**config.mk**
```make
export PLATFORM = sky130hd
export DESIGN_NAME = id_stage_sb
export DESIGN_NICKNAME = d
export VERILOG_FILES = /design/src/rtl/id_pkg.sv /design/src/rtl/sb_counter_bank.sv /design/src/rtl/id_stage_sb.sv
export SDC_FILE = /design/constraint.sdc
export NUM_CORES = 2
export LEC_CHECK = 0
export BUFFER_PORTS_ARGS = -buffer_cell sky130_fd_sc_hd__buf_2
export CAP_MARGIN = 5
export CORE_MARGIN = 5
export CORE_UTILIZATION = 25
export DETAILED_ROUTE_END_ITERATION = 7
export SLEW_MARGIN = 20
export SYNTH_ARGS = -nofsm -noshare
export SYNTH_HDL_FRONTEND = slang
export SYNTH_HIERARCHICAL = 1
export SYNTH_SLANG_ARGS = --single-unit
```
**constraint.sdc**
```tcl
create_clock -name clk -period 31.6 [get_ports clk]
set_input_delay 6.32 -clock clk [delete_from_list [all_inputs] [get_ports clk]]
set_output_delay 6.32 -clock clk [all_outputs]
set_load 0.01 [all_outputs]
```
**src/rtl/id_pkg.sv**
```systemverilog
// id_pkg: shared types, default constants and helpers for the decode/operand stage
package id_pkg;
  localparam int REGI_BITS_DEF = 4;
  localparam int CNT_W_DEF = 2;
  localparam int PC_REG = 2**REGI_BITS_DEF - 1;
  localparam int CNT_MAX = 2**CNT_W_DEF - 1;
  typedef logic [31:0] ctrl_t;
  typedef logic [CNT_W_DEF-1:0] cnt_t;
  function automatic int all_ones(input int bits);
    return (1 << bits) - 1;
  endfunction
endpackage

```
**src/rtl/sb_counter_bank.sv**
```systemverilog
// sb_counter_bank: array of up/down in-flight writer counters with busy flags
module sb_counter_bank
  import id_pkg::*;
#(
  parameter int A_BITS = 4,
  parameter int CNT_W = 2
) (
  input  logic                             clk,
  input  logic                             rst,
  input  logic                             inc,
  input  logic [A_BITS-1:0]                inc_addr,
  input  logic                             dec,
  input  logic [A_BITS-1:0]                dec_addr,
  output logic [2**A_BITS-1:0][CNT_W-1:0]  cnt,
  output logic [2**A_BITS-1:0]             busy
);
  localparam int N = 2**A_BITS;
  logic [N-1:0][CNT_W-1:0] cnt_q, cnt_d;
  logic [N-1:0] inc_e, dec_e;
  always_comb begin
    for (int i = 0; i < N; i++) begin
      inc_e[i] = inc && inc_addr == A_BITS'(i);
      dec_e[i] = dec && dec_addr == A_BITS'(i);
      cnt_d[i] = (inc_e[i] && !dec_e[i]) ? cnt_q[i] + 1'b1 :
                 (dec_e[i] && !inc_e[i] && cnt_q[i] != '0) ? cnt_q[i] - 1'b1 : cnt_q[i];
      busy[i] = |cnt_q[i];
    end
  end
  always_ff @(posedge clk or posedge rst)
    if (rst) cnt_q <= '0;
    else cnt_q <= cnt_d;
  assign cnt = cnt_q;
endmodule

```
**src/rtl/id_stage_sb.sv**
```systemverilog
// id_stage_sb: decode/operand stage with regfiles, scoreboard hazard stall and ID/EX register
module id_stage_sb
  import id_pkg::*;
#(
  parameter int REGI_BITS = 4,
  parameter int VECT_BITS = 2,
  parameter int REGI_SIZE = 16,
  parameter int VECT_SIZE = 8,
  parameter int ELEM_SIZE = 8,
  parameter int CNT_W = 2
) (
  input  logic                           clk,
  input  logic                           rst,
  input  logic                           in_valid,
  output logic                           in_ready,
  input  logic [REGI_BITS-1:0]           i_src1,
  input  logic [REGI_BITS-1:0]           i_src2,
  input  logic [VECT_BITS-1:0]           v_src1,
  input  logic [VECT_BITS-1:0]           v_src2,
  input  logic [REGI_BITS-1:0]           i_dst,
  input  logic [VECT_BITS-1:0]           v_dst,
  input  logic                           use_i1,
  input  logic                           use_i2,
  input  logic                           use_v1,
  input  logic                           use_v2,
  input  logic                           wr_i,
  input  logic                           wr_v,
  input  logic [7:0]                     imm,
  input  ctrl_t                          ctrl_i,
  input  logic [REGI_SIZE-1:0]           next_pc,
  input  logic [1:0]                     alu_flags_i,
  input  logic                           wb_i_we,
  input  logic                           wb_v_we,
  input  logic [REGI_BITS-1:0]           wb_i_dst,
  input  logic [VECT_BITS-1:0]           wb_v_dst,
  input  logic [REGI_SIZE-1:0]           wb_i_data,
  input  logic [ELEM_SIZE*VECT_SIZE-1:0] wb_v_data,
  input  logic                           flush,
  output logic                           out_valid,
  input  logic                           out_ready,
  output logic [REGI_SIZE-1:0]           i_op1,
  output logic [REGI_SIZE-1:0]           i_op2,
  output logic [ELEM_SIZE*VECT_SIZE-1:0] v_op1,
  output logic [ELEM_SIZE*VECT_SIZE-1:0] v_op2,
  output logic [ELEM_SIZE*VECT_SIZE-1:0] v_imm,
  output logic [REGI_BITS-1:0]           o_i_dst,
  output logic [VECT_BITS-1:0]           o_v_dst,
  output logic                           o_wr_i,
  output logic                           o_wr_v,
  output ctrl_t                          ctrl_o,
  output logic [1:0]                     alu_flags_o
);
  localparam int NI = 2**REGI_BITS;
  localparam int NV = 2**VECT_BITS;
  localparam int VW = ELEM_SIZE*VECT_SIZE;
  localparam int PW = 2*REGI_SIZE + 3*VW + REGI_BITS + VECT_BITS + 2 + 32 + 2;
  localparam logic [REGI_BITS-1:0] PC = REGI_BITS'(all_ones(REGI_BITS));
  localparam logic [CNT_W-1:0] CMAX = CNT_W'(all_ones(CNT_W));
  logic [NI-1:0][REGI_SIZE-1:0] rf_i_q, rf_i_d;
  logic [NV-1:0][VW-1:0] rf_v_q, rf_v_d;
  logic [PW-1:0] pl_q, pl_d;
  logic valid_q, valid_d;
  logic [NI-1:0][CNT_W-1:0] cnt_i;
  logic [NV-1:0][CNT_W-1:0] cnt_v;
  logic [NI-1:0] busy_i;
  logic [NV-1:0] busy_v;
  logic [REGI_SIZE-1:0] ri1, ri2;
  logic [VW-1:0] rv1, rv2;
  logic hazard, issue, capture;
  function automatic logic src_haz(input logic busy, input logic [CNT_W-1:0] cnt,
                                   input logic wb_hit, input logic out_hit);
    return (busy && !(cnt == CNT_W'(1) && wb_hit)) || out_hit;
  endfunction
  function automatic logic waw_haz(input logic [CNT_W-1:0] cnt, input logic out_hit);
    return cnt == CMAX || (out_hit && cnt == CMAX - 1'b1);
  endfunction
  assign ri1 = i_src1 == PC ? next_pc : (wb_i_we && wb_i_dst == i_src1) ? wb_i_data : rf_i_q[i_src1];
  assign ri2 = i_src2 == PC ? next_pc : (wb_i_we && wb_i_dst == i_src2) ? wb_i_data : rf_i_q[i_src2];
  assign rv1 = (wb_v_we && wb_v_dst == v_src1) ? wb_v_data : rf_v_q[v_src1];
  assign rv2 = (wb_v_we && wb_v_dst == v_src2) ? wb_v_data : rf_v_q[v_src2];
  // out_hit terms cover a writer captured last cycle that the scoreboard has not counted yet
  assign hazard =
      (use_i1 && src_haz(busy_i[i_src1], cnt_i[i_src1], wb_i_we && wb_i_dst == i_src1,
                         valid_q && o_wr_i && o_i_dst == i_src1)) ||
      (use_i2 && src_haz(busy_i[i_src2], cnt_i[i_src2], wb_i_we && wb_i_dst == i_src2,
                         valid_q && o_wr_i && o_i_dst == i_src2)) ||
      (use_v1 && src_haz(busy_v[v_src1], cnt_v[v_src1], wb_v_we && wb_v_dst == v_src1,
                         valid_q && o_wr_v && o_v_dst == v_src1)) ||
      (use_v2 && src_haz(busy_v[v_src2], cnt_v[v_src2], wb_v_we && wb_v_dst == v_src2,
                         valid_q && o_wr_v && o_v_dst == v_src2)) ||
      (wr_i && waw_haz(cnt_i[i_dst], valid_q && o_wr_i && o_i_dst == i_dst)) ||
      (wr_v && waw_haz(cnt_v[v_dst], valid_q && o_wr_v && o_v_dst == v_dst));
  assign in_ready = !rst && !hazard && (!valid_q || out_ready);
  assign out_valid = valid_q && !flush;
  assign issue = out_valid && out_ready;
  assign capture = in_valid && in_ready && !flush;
  always_comb begin
    rf_i_d = rf_i_q;
    rf_v_d = rf_v_q;
    if (wb_i_we && wb_i_dst != PC) rf_i_d[wb_i_dst] = wb_i_data;
    if (wb_v_we) rf_v_d[wb_v_dst] = wb_v_data;
    valid_d = flush ? 1'b0 : capture ? 1'b1 : issue ? 1'b0 : valid_q;
    pl_d = capture ? {ri1, ri2, rv1, rv2, {VECT_SIZE{ELEM_SIZE'(imm)}}, i_dst, v_dst,
                      wr_i, wr_v, ctrl_i, alu_flags_i} : pl_q;
  end
  always_ff @(posedge clk or posedge rst)
    if (rst) begin
      rf_i_q <= '0;
      rf_v_q <= '0;
      valid_q <= 1'b0;
      pl_q <= '0;
    end else begin
      rf_i_q <= rf_i_d;
      rf_v_q <= rf_v_d;
      valid_q <= valid_d;
      pl_q <= pl_d;
    end
  assign {i_op1, i_op2, v_op1, v_op2, v_imm, o_i_dst, o_v_dst, o_wr_i, o_wr_v, ctrl_o, alu_flags_o} = pl_q;
  sb_counter_bank #(.A_BITS(REGI_BITS), .CNT_W(CNT_W)) u_sb_i (
    .clk(clk), .rst(rst), .inc(issue && o_wr_i), .inc_addr(o_i_dst),
    .dec(wb_i_we), .dec_addr(wb_i_dst), .cnt(cnt_i), .busy(busy_i)
  );
  sb_counter_bank #(.A_BITS(VECT_BITS), .CNT_W(CNT_W)) u_sb_v (
    .clk(clk), .rst(rst), .inc(issue && o_wr_v), .inc_addr(o_v_dst),
    .dec(wb_v_we), .dec_addr(wb_v_dst), .cnt(cnt_v), .busy(busy_v)
  );
endmodule

```
==> flow_summary.ini <==
[synthesis]
seq_area_frac_synth_pct = 47.5
async_reset_ff_share_pct = 100
yosysMostFrequentCell = dfrtp_1
synth_cell_types = 67
synth_seq_cells = 763
synth_edf_count = 0
syn_area_sq_mm = 0.0402
post_synth.cell_area_avg_sq_um = 14.9
ys.flop_type = dfrtp_1
syn_nets = 2871
synth_area_leaders = dfrtp_1 48%, mux2_2 18%, mux4_2 17%
netlist.area_leader.share_pct = 47.5
yosys_warnings = 6
synthCells = 2696
synth_area_leader_cell = dfrtp_1
yosys-top-cells-count = 763 x dfrtp_1, 627 x mux2_2, 311 x mux4_2

[worst_setup_path]
start_kind = primary input
critPathSlowestCell = a211oi_1
cp.depth = 8
cp-endpoint = in_ready
critical_path_class = primary input to output pin
reg2regPathDepth = 10
critPathLaunch = v_src2[0]
rr_startpoint = u_sb_v/cnt[7]$_DFFE_PP0P_
worstPathRequired_ns = 25.28
crit_family = compound AO/OA/AOI/OAI gates
reg2reg_to = pl_q[150]$_DFFE_PP0P_
path_buf_inv = 2
worstSetupEndpointType = output pin
crit_fanout = 38
crit_chain = buf_6 > xnor2_1 > nand3_4 > o211ai_1 > a31oi_1 > a211oi_1 > and4_1 > buf_2
rrSetupSlack_ns = 25.96
critPathArrivalTime_ns = 9.74
max_stage_delay_ns = 0.96

[grt]
grt_pass1_vias = 26393
overflow = 0
grt_pass1_wl_um = 180000
grt_use_total_pct = 14.0
grt_max_degree = 173
antenna_found_initial = 23

[power_and_ir_drop]
peakVddDrop_mv = 0.0391
power.density_mw_per_mm2 = 74.3
totalPowerFinal_mw = 3.55
leakage_nw = 19.9

[cells_and_area]
final_cells = 5252
design_area_sq_mm = 0.0477
syn2layout_area_growth_pct = 18.6
drive_above_1_share_pct = 52.8
finish.net_count = 3180
utilization_pct = 29.8
nFillCells = 16002

[detailed_routing]
drc = 0
via_per_inst = 4.79
drt-total-wl_um = 120000
first_pass_iters = 5
first_iter_violations = 1627
postRouteAntennaNets = 0
routedWlPerCell_um = 22.9
num_vias = 25137

[place]
placed_cell_area_sq_mm = 0.0443
dp_cells = 5068
place_hpwl_um = 78500
portBuffers = 442
routabilityCongestion = 0.803

[clock_tree]
path_clk_slew_ns = 0.06
clock_sinks = 763
htree_levels = 3
clockRootBuffer = clkbuf_16
clock_latency_ns = 0.71
cts_tree = done
numCtsBuffers = 95
cts_setup_buffers = 0
cts_hold_buf = 0
cts_resized = 0
cts.path.max_buffers = 3

[timing]
setup_violations = 0
fin_crit_sh_pct = 50.8
max_freq_mhz = 62.3
worst_pin_slew_ns = 1.15
period_minus_slack_ns = 16.06
rsz0062_at_grt = false
relSlewSlack_pct = 22.6
finClkSkew_ns = 0.0574
finalHoldViolCount = 0
tns_ns = 0
slew_viol_final = 0

[die]
initial_utilization_pct = 25.1
core_area_sq_mm = 0.160
num_rows = 147
die_h_um = 411
fp.dieW_um = 411
io_pins = 443
design.die.area_sq_mm = 0.169

[min_path]
hold_path_class = flop to flop

[outcome]
outcome = finished, final reports clean

[run]
drv_cap = 0
==> worst min path at each step <==
| stage | from | end | cells past startpoint |
|---|---|---|---|
| 6_report | rf_i_q[242]$_DFFE_PP0P_ | rf_i_q[242]$_DFFE_PP0P_ | 0 |
| 4_1_cts | rf_i_q[240]$_DFFE_PP0P_ | rf_i_q[240]$_DFFE_PP0P_ | 0 |
| 3_5_place_dp | rf_i_q[242]$_DFFE_PP0P_ | rf_i_q[242]$_DFFE_PP0P_ | 0 |
| 3_3_place_gp | rf_i_q[240]$_DFFE_PP0P_ | rf_i_q[240]$_DFFE_PP0P_ | 0 |
| 5_1_grt | rf_i_q[250]$_DFFE_PP0P_ | rf_i_q[250]$_DFFE_PP0P_ | 0 |
| 2_1_floorplan | rf_i_q[240]$_DFFE_PP0P_ | rf_i_q[240]$_DFFE_PP0P_ | 1 |
==> flip-flops by register name, summed over array words and instances, names as in the netlist <==
name / cells
u_sb_v/cnt: 8
rf_i_q: 256
u_sb_i/cnt: 32
valid_q: 1
rf_v_q: 256
pl_q: 210
==> stage by stage <==
| stage | setup WS, ns | hold WS, ns |
|---|---|---|
| finish | 15.54 | 0.392 |
| floorplan | 2.37 | 0.440 |
| global placement | 15.54 | 0.375 |
| global route | 15.32 | 0.410 |
| CTS | 15.54 | 0.395 |
| detailed placement | 15.53 | 0.382 |
==> worst reg2reg max path: stages, from the launching register on <==
cell and delay [ns]:
dfrtp_1 0.44, or2_2 0.36, mux4_2 0.47, nand2_1 0.08
o21ai_1 0.12, a2111oi_2 0.93, nand4_1 0.85, buf_4 0.61
buf_4 0.54, buf_4 0.59, mux2_1 0.51
==> logic make-up after synthesis <==
| family | share of synthesized area [%] |
|---|---|
| muxes | 41.8 |
| DFF | 47.5 |
| buffers and inverters | 3.54 |
| and+or+nand+nor | 3.19 |
| AOI/OAI and AO/OA | 3.24 |
| xor gates and xnor gates | 0.676 |
==> area by class of cell <==
type	count	area (sq um)	area share [%]
clock buffers	132	2760	5.78
multi-input cells	1627	19800	41.4
diodes	9	22.5	0.0472
inverters	31	124	0.260
clock inverters	43	619	1.30
well taps	2160	2700	5.67
repair buffers	487	2620	5.48
flip-flops and latches	763	19100	40.0
==> power by group <==
part           switching, mW  internal, mW  total [mW]
clock                  0.467         0.697        1.16
sequential             0.197          1.25        1.45
combinational          0.434         0.502       0.936
total                   1.10          2.45        3.55
==> layer usage <==
metal / part of all wire, % / routed length (um) / GRT usage (%)
met5: 0.022 / 27 / 0
met1: 42 / 50600 / 18.2
met4: 2.8 / 3370 / 4.37
met3: 6.8 / 8220 / 3.51
met2: 48 / 57800 / 23.1
==> cells in the final DEF (no fill, tap or decap), types with 6 or more instances in the layout <==
cell type	count
dfrtp_1	763
mux2_2	627
buf_2	434
mux4_2	311
mux2_1	210
clkbuf_16	96
a21oi_1	73
nor2_1	50
buf_4	48
mux2i_1	39
inv_1	29
nand2_1	26
a211oi_1	26
nand2b_1	22
clkbuf_8	22
nor3_1	20
clkinv_2	19
xor2_1	16
nand3_1	16
xnor2_1	15
o21a_1	15
clkbuf_1	14
nand3b_1	13
nor2b_1	12
or2_2	12
o211ai_1	10
bufinv_16	10
diode_2	9
o21ai_0	8
a211o_1	8
o211a_1	7
nor3b_1	7
and3b_1	6
and3_1	6
Power figures use the tool's default switching activity.
